**src/rtl/router_fsm.sv**
```systemverilog
// Control FSM of the 1x4 packet router: sequences header/payload/parity loads and flow control.
// Optional feature: define ROUTER_FSM_SOFT_RESET_EN to let the FIFO timeout soft resets abort a packet.
module router_fsm (
    input  logic clk,
    input  logic resetn,
    input  logic pkt_valid,
    input  logic fifo_full,
    input  logic fifo_empty_0,
    input  logic fifo_empty_1,
    input  logic fifo_empty_2,
    input  logic fifo_empty_3,
    input  logic soft_reset_0,
    input  logic soft_reset_1,
    input  logic soft_reset_2,
    input  logic soft_reset_3,
    input  logic parity_done,
    input  logic low_packet_valid,
    output logic write_enb_reg,
    output logic detect_add,
    output logic ld_state,
    output logic laf_state,
    output logic lfd_state,
    output logic full_state,
    output logic rst_int_reg,
    output logic busy
);

    localparam logic [2:0] DECODE_ADDRESS     = 3'd0;
    localparam logic [2:0] LOAD_FIRST_DATA    = 3'd1;
    localparam logic [2:0] LOAD_DATA          = 3'd2;
    localparam logic [2:0] LOAD_PARITY        = 3'd3;
    localparam logic [2:0] FIFO_FULL_STATE    = 3'd4;
    localparam logic [2:0] LOAD_AFTER_FULL    = 3'd5;
    localparam logic [2:0] WAIT_TILL_EMPTY    = 3'd6;
    localparam logic [2:0] CHECK_PARITY_ERROR = 3'd7;

    logic [2:0] current_state;
    logic [2:0] next_state;
    logic       dest_empty;
    logic       soft_reset_any;

    assign dest_empty = fifo_empty_0 | fifo_empty_1 | fifo_empty_2 | fifo_empty_3;

`ifdef ROUTER_FSM_SOFT_RESET_EN
    assign soft_reset_any = soft_reset_0 | soft_reset_1 | soft_reset_2 | soft_reset_3;
`else
    // Soft resets are kept on the port list for drop-in compatibility but have no effect.
    logic unused_soft_reset;
    assign unused_soft_reset = soft_reset_0 ^ soft_reset_1 ^ soft_reset_2 ^ soft_reset_3;
    assign soft_reset_any    = 1'b0;
`endif

    // State register: hard reset beats soft reset beats the normal transition.
    always_ff @(posedge clk) begin
        if (resetn) begin
            current_state <= DECODE_ADDRESS;
        end else if (soft_reset_any) begin
            current_state <= DECODE_ADDRESS;
        end else begin
            current_state <= next_state;
        end
    end

    // Next-state logic; an idle decode state ignores every other input.
    always_comb begin
        next_state = current_state;
        case (current_state)
            DECODE_ADDRESS: begin
                if (pkt_valid) begin
                    next_state = dest_empty ? LOAD_FIRST_DATA : WAIT_TILL_EMPTY;
                end
            end
            LOAD_FIRST_DATA: next_state = LOAD_DATA;
            LOAD_DATA: begin
                if (fifo_full) begin
                    next_state = FIFO_FULL_STATE;
                end else if (!pkt_valid) begin
                    next_state = LOAD_PARITY;
                end
            end
            LOAD_PARITY: next_state = CHECK_PARITY_ERROR;
            CHECK_PARITY_ERROR: begin
                next_state = fifo_full ? FIFO_FULL_STATE : DECODE_ADDRESS;
            end
            FIFO_FULL_STATE: begin
                if (!fifo_full) begin
                    next_state = LOAD_AFTER_FULL;
                end
            end
            LOAD_AFTER_FULL: begin
                if (parity_done) begin
                    next_state = DECODE_ADDRESS;
                end else if (low_packet_valid) begin
                    next_state = LOAD_PARITY;
                end else begin
                    next_state = LOAD_DATA;
                end
            end
            WAIT_TILL_EMPTY: begin
                if (dest_empty) begin
                    next_state = LOAD_FIRST_DATA;
                end
            end
            default: next_state = DECODE_ADDRESS;
        endcase
    end

    // Moore outputs decoded straight from the state register.
    assign detect_add    = (current_state == DECODE_ADDRESS);
    assign lfd_state     = (current_state == LOAD_FIRST_DATA);
    assign ld_state      = (current_state == LOAD_DATA);
    assign laf_state     = (current_state == LOAD_AFTER_FULL);
    assign full_state    = (current_state == FIFO_FULL_STATE);
    assign rst_int_reg   = (current_state == CHECK_PARITY_ERROR);
    assign write_enb_reg = (current_state == LOAD_DATA) || (current_state == LOAD_PARITY) ||
                           (current_state == LOAD_AFTER_FULL);
    assign busy          = (current_state != DECODE_ADDRESS) && (current_state != LOAD_DATA);

endmodule

```
**config.mk**
```make
export PLATFORM = sky130hd
export DESIGN_NAME = router_fsm
export DESIGN_NICKNAME = d
export VERILOG_FILES = /design/src/rtl/router_fsm.sv
export SDC_FILE = /design/constraint.sdc
export NUM_CORES = 1
export LEC_CHECK = 0
export ABC_CLOCK_PERIOD_IN_PS = 2400
export CAP_MARGIN = 20
export CORE_AREA = 2 2 39 41
export DETAILED_ROUTE_END_ITERATION = 12
export DIE_AREA = 0 0 41 43
export RECOVER_POWER = 25
export SLEW_MARGIN = 20
export SYNTH_ARGS = -nofsm -noshare
export SYNTH_HDL_FRONTEND = slang
export SYNTH_SLANG_ARGS = --single-unit
```
**constraint.sdc**
```tcl
create_clock -name clk -period 2.4 [get_ports clk]
set_clock_uncertainty 0.05 [all_clocks]
set_input_delay 0.48 -clock clk [delete_from_list [all_inputs] [get_ports clk]]
set_output_delay 0.48 -clock clk [all_outputs]
set_load 0.005 [all_outputs]
```
==> metrics.yaml <==
cells_and_area:
  area_delta_synth_final_pct: 71.5
  n_antenna_cell: 0
  layout-drive-gt1-share: 0.113
  layout_common_cells: "16 x clkdlybuf4s50_1, 6 x nor2_1"
  reg.largest.list: "current_state x3"
  final_common_cell: "clkdlybuf4s50_1"
  largest_register_ffs: 3
  nFillCells: 159
  largest_register: "current_state"
  final_nets: 77
  fin_cells: 78
critical_path:
  crit_path_end_kind: "output pin"
  crit_type: "reg2out"
  r2r.worst_path.cells: 5
  crit_arrival_ps: 1540
  crit_fanout: 12
  start_kind: "flip-flop"
  r2r_end: "current_state[1]"
  r2r_start: "current_state[1]"
  required_ps: 1870
  r2r_setup_slack_ps: 870
timing:
  hold_violations: 0
  grt_setup_unrepaired: "false"
  setup_violations: 0
  slew_headroom: 0.764
  finalCritPeriodShare: 0.861
  setup_tns_ps: 0
  final.min_clock_period_ps: 2070
  finalMaxSlewViolations: 0
  worst_pin_slew_ps: 353
  fmax_ghz: 0.484
die:
  initial_utilization: 0.216
  die_w_um: 41
  row_count: 14
  core-area_um2: 1380
  die_area_um2: 1760
  boundaryPins: 22
  die_h_um: 43
cts:
  h-tree-depth: 1
  cts_tree: "done"
  clkSlewWorstSetupHoldPaths_ps: 40
  cts.repair.resized: 0
  clockBufferDepth: 2
  cts_made_buffers: 3
  cts-root-buf: "clkbuf_4"
  cts.hold.buffers_added: 0
  cts.sinks: 3
  insertion_delay_ps: 240
  cts_setup_buffers: 0
drt:
  via_count: 371
  vias_per_cell: 4.76
  drt_iter0_drc: 8
  ant_nets: 0
  drc: 0
  routed_wl_um: 821
  dr.pass1.iters: 4
  wl_per_cell_um: 10.5
global_routing:
  overflow: 0
  antenna_found_initial: 0
  grt_pass1_wl_mm: 1.39
  first_global_vias: 339
  grt_max_degree: 13
  grt_usage: 0.119
min_path:
  min_to: "current_state[0]"
  hp-class: "reg2reg"
  hp-start: "current_state[0]"
  min_path_cells: 2
synth:
  yosysSeqAreaShare: 0.201
  syn_avg_cell_area_um2: 7.12
  syn_nets: 56
  synth_seq_cells: 3
  ys_types: 24
  synthTopCellsByArea: "dfxtp_1 20%, nor2_1 7.5%, o41ai_2 5.4%, a21oi_1 5.0%, a221oi_2 5.0%"
  yosysTopAreaCellShare: 0.201
  syn_inst: 42
  syn_area_um2: 299
  synth_top_area_cell: "dfxtp_1"
  synth_warnings: 0
run_status:
  status: "complete, no violations"
placed_design:
  placed_cells: 74
  gp_congestion: 0.844
  dp_hpwl_um: 633
  io_buffers: 17
power:
  pwr_density_cell_nw_per_um2: 1160
  irDropWorstVdd_mv: 0.555
  power_uw: 594
  p_leak_nw: 0.206
flow_run:
  drv_cap: 0
-- worst max-delay path: stages (launching register included) --
cell and delay, ps:
dfxtp_1 520, and2_1 190, nand2b_1 100, clkdlybuf4s50_1 490
-- per-stage QoR --
stage / hold slack [ps] / utilization / cell area (um^2) / setup slack [ps]
2_1_floorplan: 495 / - / 299 / 840
3_3_place_gp: 645 / 0.355 / 492 / 312
3_5_place_dp: 632 / 0.355 / 492 / 315
4_1_cts: 642 / 0.374 / 518 / 321
5_1_grt: 694 / 0.371 / 513 / 195
6_report: 642 / 0.371 / 513 / 333
-- layout make-up --
cell class,instances,area [um^2],area share
Inverter,2,7.51,0.0146
Sequential cell,3,60.1,0.117
Multi-Input combinational cell,34,214,0.417
Clock buffer,4,26.3,0.0512
Tap cell,16,20.0,0.0390
Timing Repair Buffer,19,185,0.361
-- where the power goes --
part	total, mW	internal, mW	switching, mW
Clock	0.0898	0.0624	0.0275
Combinational	0.394	0.226	0.168
Sequential	0.111	0.0746	0.0360
-- worst max-delay path by stage --
stage | start | endpoint | depth (start not counted)
after floorplan | fifo_empty_1 | current_state[2] | 4
after detailed placement | fifo_empty_1 | current_state[2] | 5
after CTS | current_state[0] | write_enb_reg | 3
final | current_state[0] | write_enb_reg | 3
after global routing | current_state[0] | write_enb_reg | 3
after global placement | fifo_empty_1 | current_state[2] | 5
-- Yosys cell counts --
master	number
and2_1	1
nand2_1	3
buf_2	1
mux2i_1	1
a211oi_2	1
inv_1	2
nand2b_1	2
a211o_1	1
and3_1	2
o22a_1	1
a221oi_1	1
nor2_1	6
o21ai_0	2
nor2b_1	2
clkbuf_1	2
a221oi_2	1
a21oi_1	3
dfxtp_1	3
nor3_1	2
o41ai_2	1
nand3_1	1
and2b_1	1
nor4_1	1
nand3b_1	1
-- logic make-up after synthesis --
kind of cell | Yosys count | synth area share
compound gates | 11 | 0.318
mux | 1 | 0.0335
flops | 3 | 0.201
buf+inv | 5 | 0.0669
simple gates | 22 | 0.381
-- layer usage --
layer | GRT usage | vias up | part of all wire | routed length, um
met5 | 0 | - | 0 | 0
met4 | 0.0600 | 0 | 0.016 | 13
met3 | 0.0628 | 2 | 0.086 | 71
met2 | 0.156 | 15 | 0.44 | 362
met1 | 0.154 | 162 | 0.45 | 373
li1 | - | 192 | - | -
Power figures use the tool's default switching activity.
==> patch, RTL diff (same flow settings) <==
Build with the macro `ROUTER_FSM_SOFT_RESET_EN` defined.
--- a/src/rtl/router_fsm.sv
+++ b/src/rtl/router_fsm.sv
@@ -1,4 +1,6 @@
 // Control FSM of the 1x4 packet router: sequences header/payload/parity loads and flow control.
 // Optional feature: define ROUTER_FSM_SOFT_RESET_EN to let the FIFO timeout soft resets abort a packet.
+`define ROUTER_FSM_SOFT_RESET_EN
+
 module router_fsm (
     input  logic clk,
Function: changed (Yosys sat finds a counterexample within 4 cycles, from zero or initial values and one cycle with resetn high).
==> patch against the original RTL <==
Wire length is 11% higher; setup slack worse by 120 ps; synthesized cell count rose by 14%; sequential cell count is the same; hold slack improved by 58 ps; cell area is 15% higher; synthesized area grew 16%.
Power is left out: it rests on default switching activity, and per cell area and clock period it moved more than threefold.
==> patch: results (changes against the original RTL) <==
Met2 routed WL -> 435 µm (was 362 µm)
First-pass GRT wire length -> 1.57 mm (was 1.39 mm)
Crit path DAT -> 1660 ps (was 1540 ps)
Filler instances -> 141 (was 159)
Min-Delay Endpoint -> current_state[1] (was current_state[0])
Final Wtd Congestion -> 0.774 (was 0.844)
Uppermost layer routed -> met3 (was met4)
Non-Filler Instances -> 86 (was 78)
M3 GR Usage -> 4.71% (was 6.28%)
Post-Route WL -> 910 µm (was 821 µm)
Met2 Resource Use GR -> 17.5% (was 15.6%)
Synth Area per Inst -> 7.22 µm² (was 7.12 µm²)
DR WL met3 -> 51 µm (was 71 µm)
Placed instance area -> 567 µm² (was 492 µm²)
Final net count -> 85 (was 77)
Initial DRC Count -> 2 (was 8)
Area contributors post-synth -> dfxtp_1 17%, nor2_1 6.5%, o311a_1 5.8% (was dfxtp_1 20%, nor2_1 7.5%, o41ai_2 5.4%)
Met1 wire length -> 423 µm (was 373 µm)
Worst R2R Setup Slack -> 990 ps (was 870 ps)
# port buffers -> 21 (was 17)
Hold path startpoint -> current_state[2] (was current_state[0])
Run status -> finished, final reports clean (unchanged)
Syn_nets -> 62 (was 56)
Max-Slew Margin vs Limit -> 73.2% (was 76.4%)
Largest net degree at the start of global routing -> 15 (was 13)
Dpl cells -> 82 (was 74)
Register area share after synthesis -> 17.3% (was 20.1%)
Post-CTS Setup Bufs -> 0 (unchanged)
Dominant cell by count in the synthesized netlist -> nor2_1 (unchanged)
Synth unique cells -> 26 (was 24)
Total GRT Usage -> 12.9% (was 11.9%)
Post-CTS Resized -> 0 (unchanged)
M1 GR Usage -> 17.6% (was 15.4%)
Number of global-route vias before repair -> 392 (was 339)
FF-to-FF End -> current_state[0] (was current_state[1])
Total CTS buffers -> 3 (unchanged)
FF-to-FF path depth -> 4 (was 5)
Fraction of layout cells with a size suffix above 1 -> 10.0% (was 11.3%)
Clk root buf -> clkbuf_4 (unchanged)
Maximum fanout along the worst path -> 13 (was 12)
Fmax -> 0.458 GHz (was 0.484 GHz)
Setup slack at placement -> 323 ps (was 315 ps)
DR pass1 iterations -> 2 (was 4)
Vias post-DR -> 435 (was 371)
Detailed placement HPWL -> 675 µm (was 633 µm)
==> patch: cell types whose count changed after synthesis, moves of 2 or more <==
| cell | delta |
|---|---|
| a21oi_1 | -3 |
| nand2_1 | -3 |
| nor3b_1 | +2 |
| o311a_1 | +2 |
| or2_2 | +2 |
==> patch: layout make-up <==
| class | count | area, µm² | area share [%] |
|---|---|---|---|
| multi-input combinational | 38 | 254 | 43.1 |
| inverter | 3 | 11.3 | 1.91 |
| clock buffer | 4 | 26.3 | 4.46 |
| timing repair buffer | 22 | 218 | 36.9 |
| tap | 16 | 20.0 | 3.40 |
| sequential | 3 | 60.1 | 10.2 |
==> patch: worst max path at each step <==
| stage | from | to | cells after the start |
|---|---|---|---|
| after floorplan | soft_reset_0 | current_state[0] | 3 |
| after global placement | soft_reset_0 | current_state[0] | 4 |
| after detailed placement | soft_reset_0 | current_state[0] | 4 |
| after CTS | current_state[2] | write_enb_reg | 3 |
| after global routing | current_state[2] | write_enb_reg | 3 |
| final | current_state[0] | lfd_state | 3 |
==> patch: critical path, stage by stage, from the launching register on <==
cell             delay (ps)
dfxtp_1                 540
inv_1                   150
nor3_1                  200
clkdlybuf4s50_1         520
==> patch: cells by family (layout without fill, tap and decap cells) <==
logic type,Yosys count,after routing,synth area share (%)
AND/OR/NAND/NOR,23,23,39.0
XOR/XNOR,1,1,2.53
buffers and inverters,7,29,8.30
AO/OA/AOI/OAI,14,14,32.9
flip-flops,3,3,17.3
==> patch: per-stage QoR <==
| stage | utilization (%) | hold slack (ps) |
|---|---|---|
| floorplan | - | 587 |
| global placement | 41.0 | 703 |
| detailed placement | 41.0 | 692 |
| CTS | 42.9 | 703 |
| global route | 42.6 | 758 |
| finish | 42.6 | 701 |
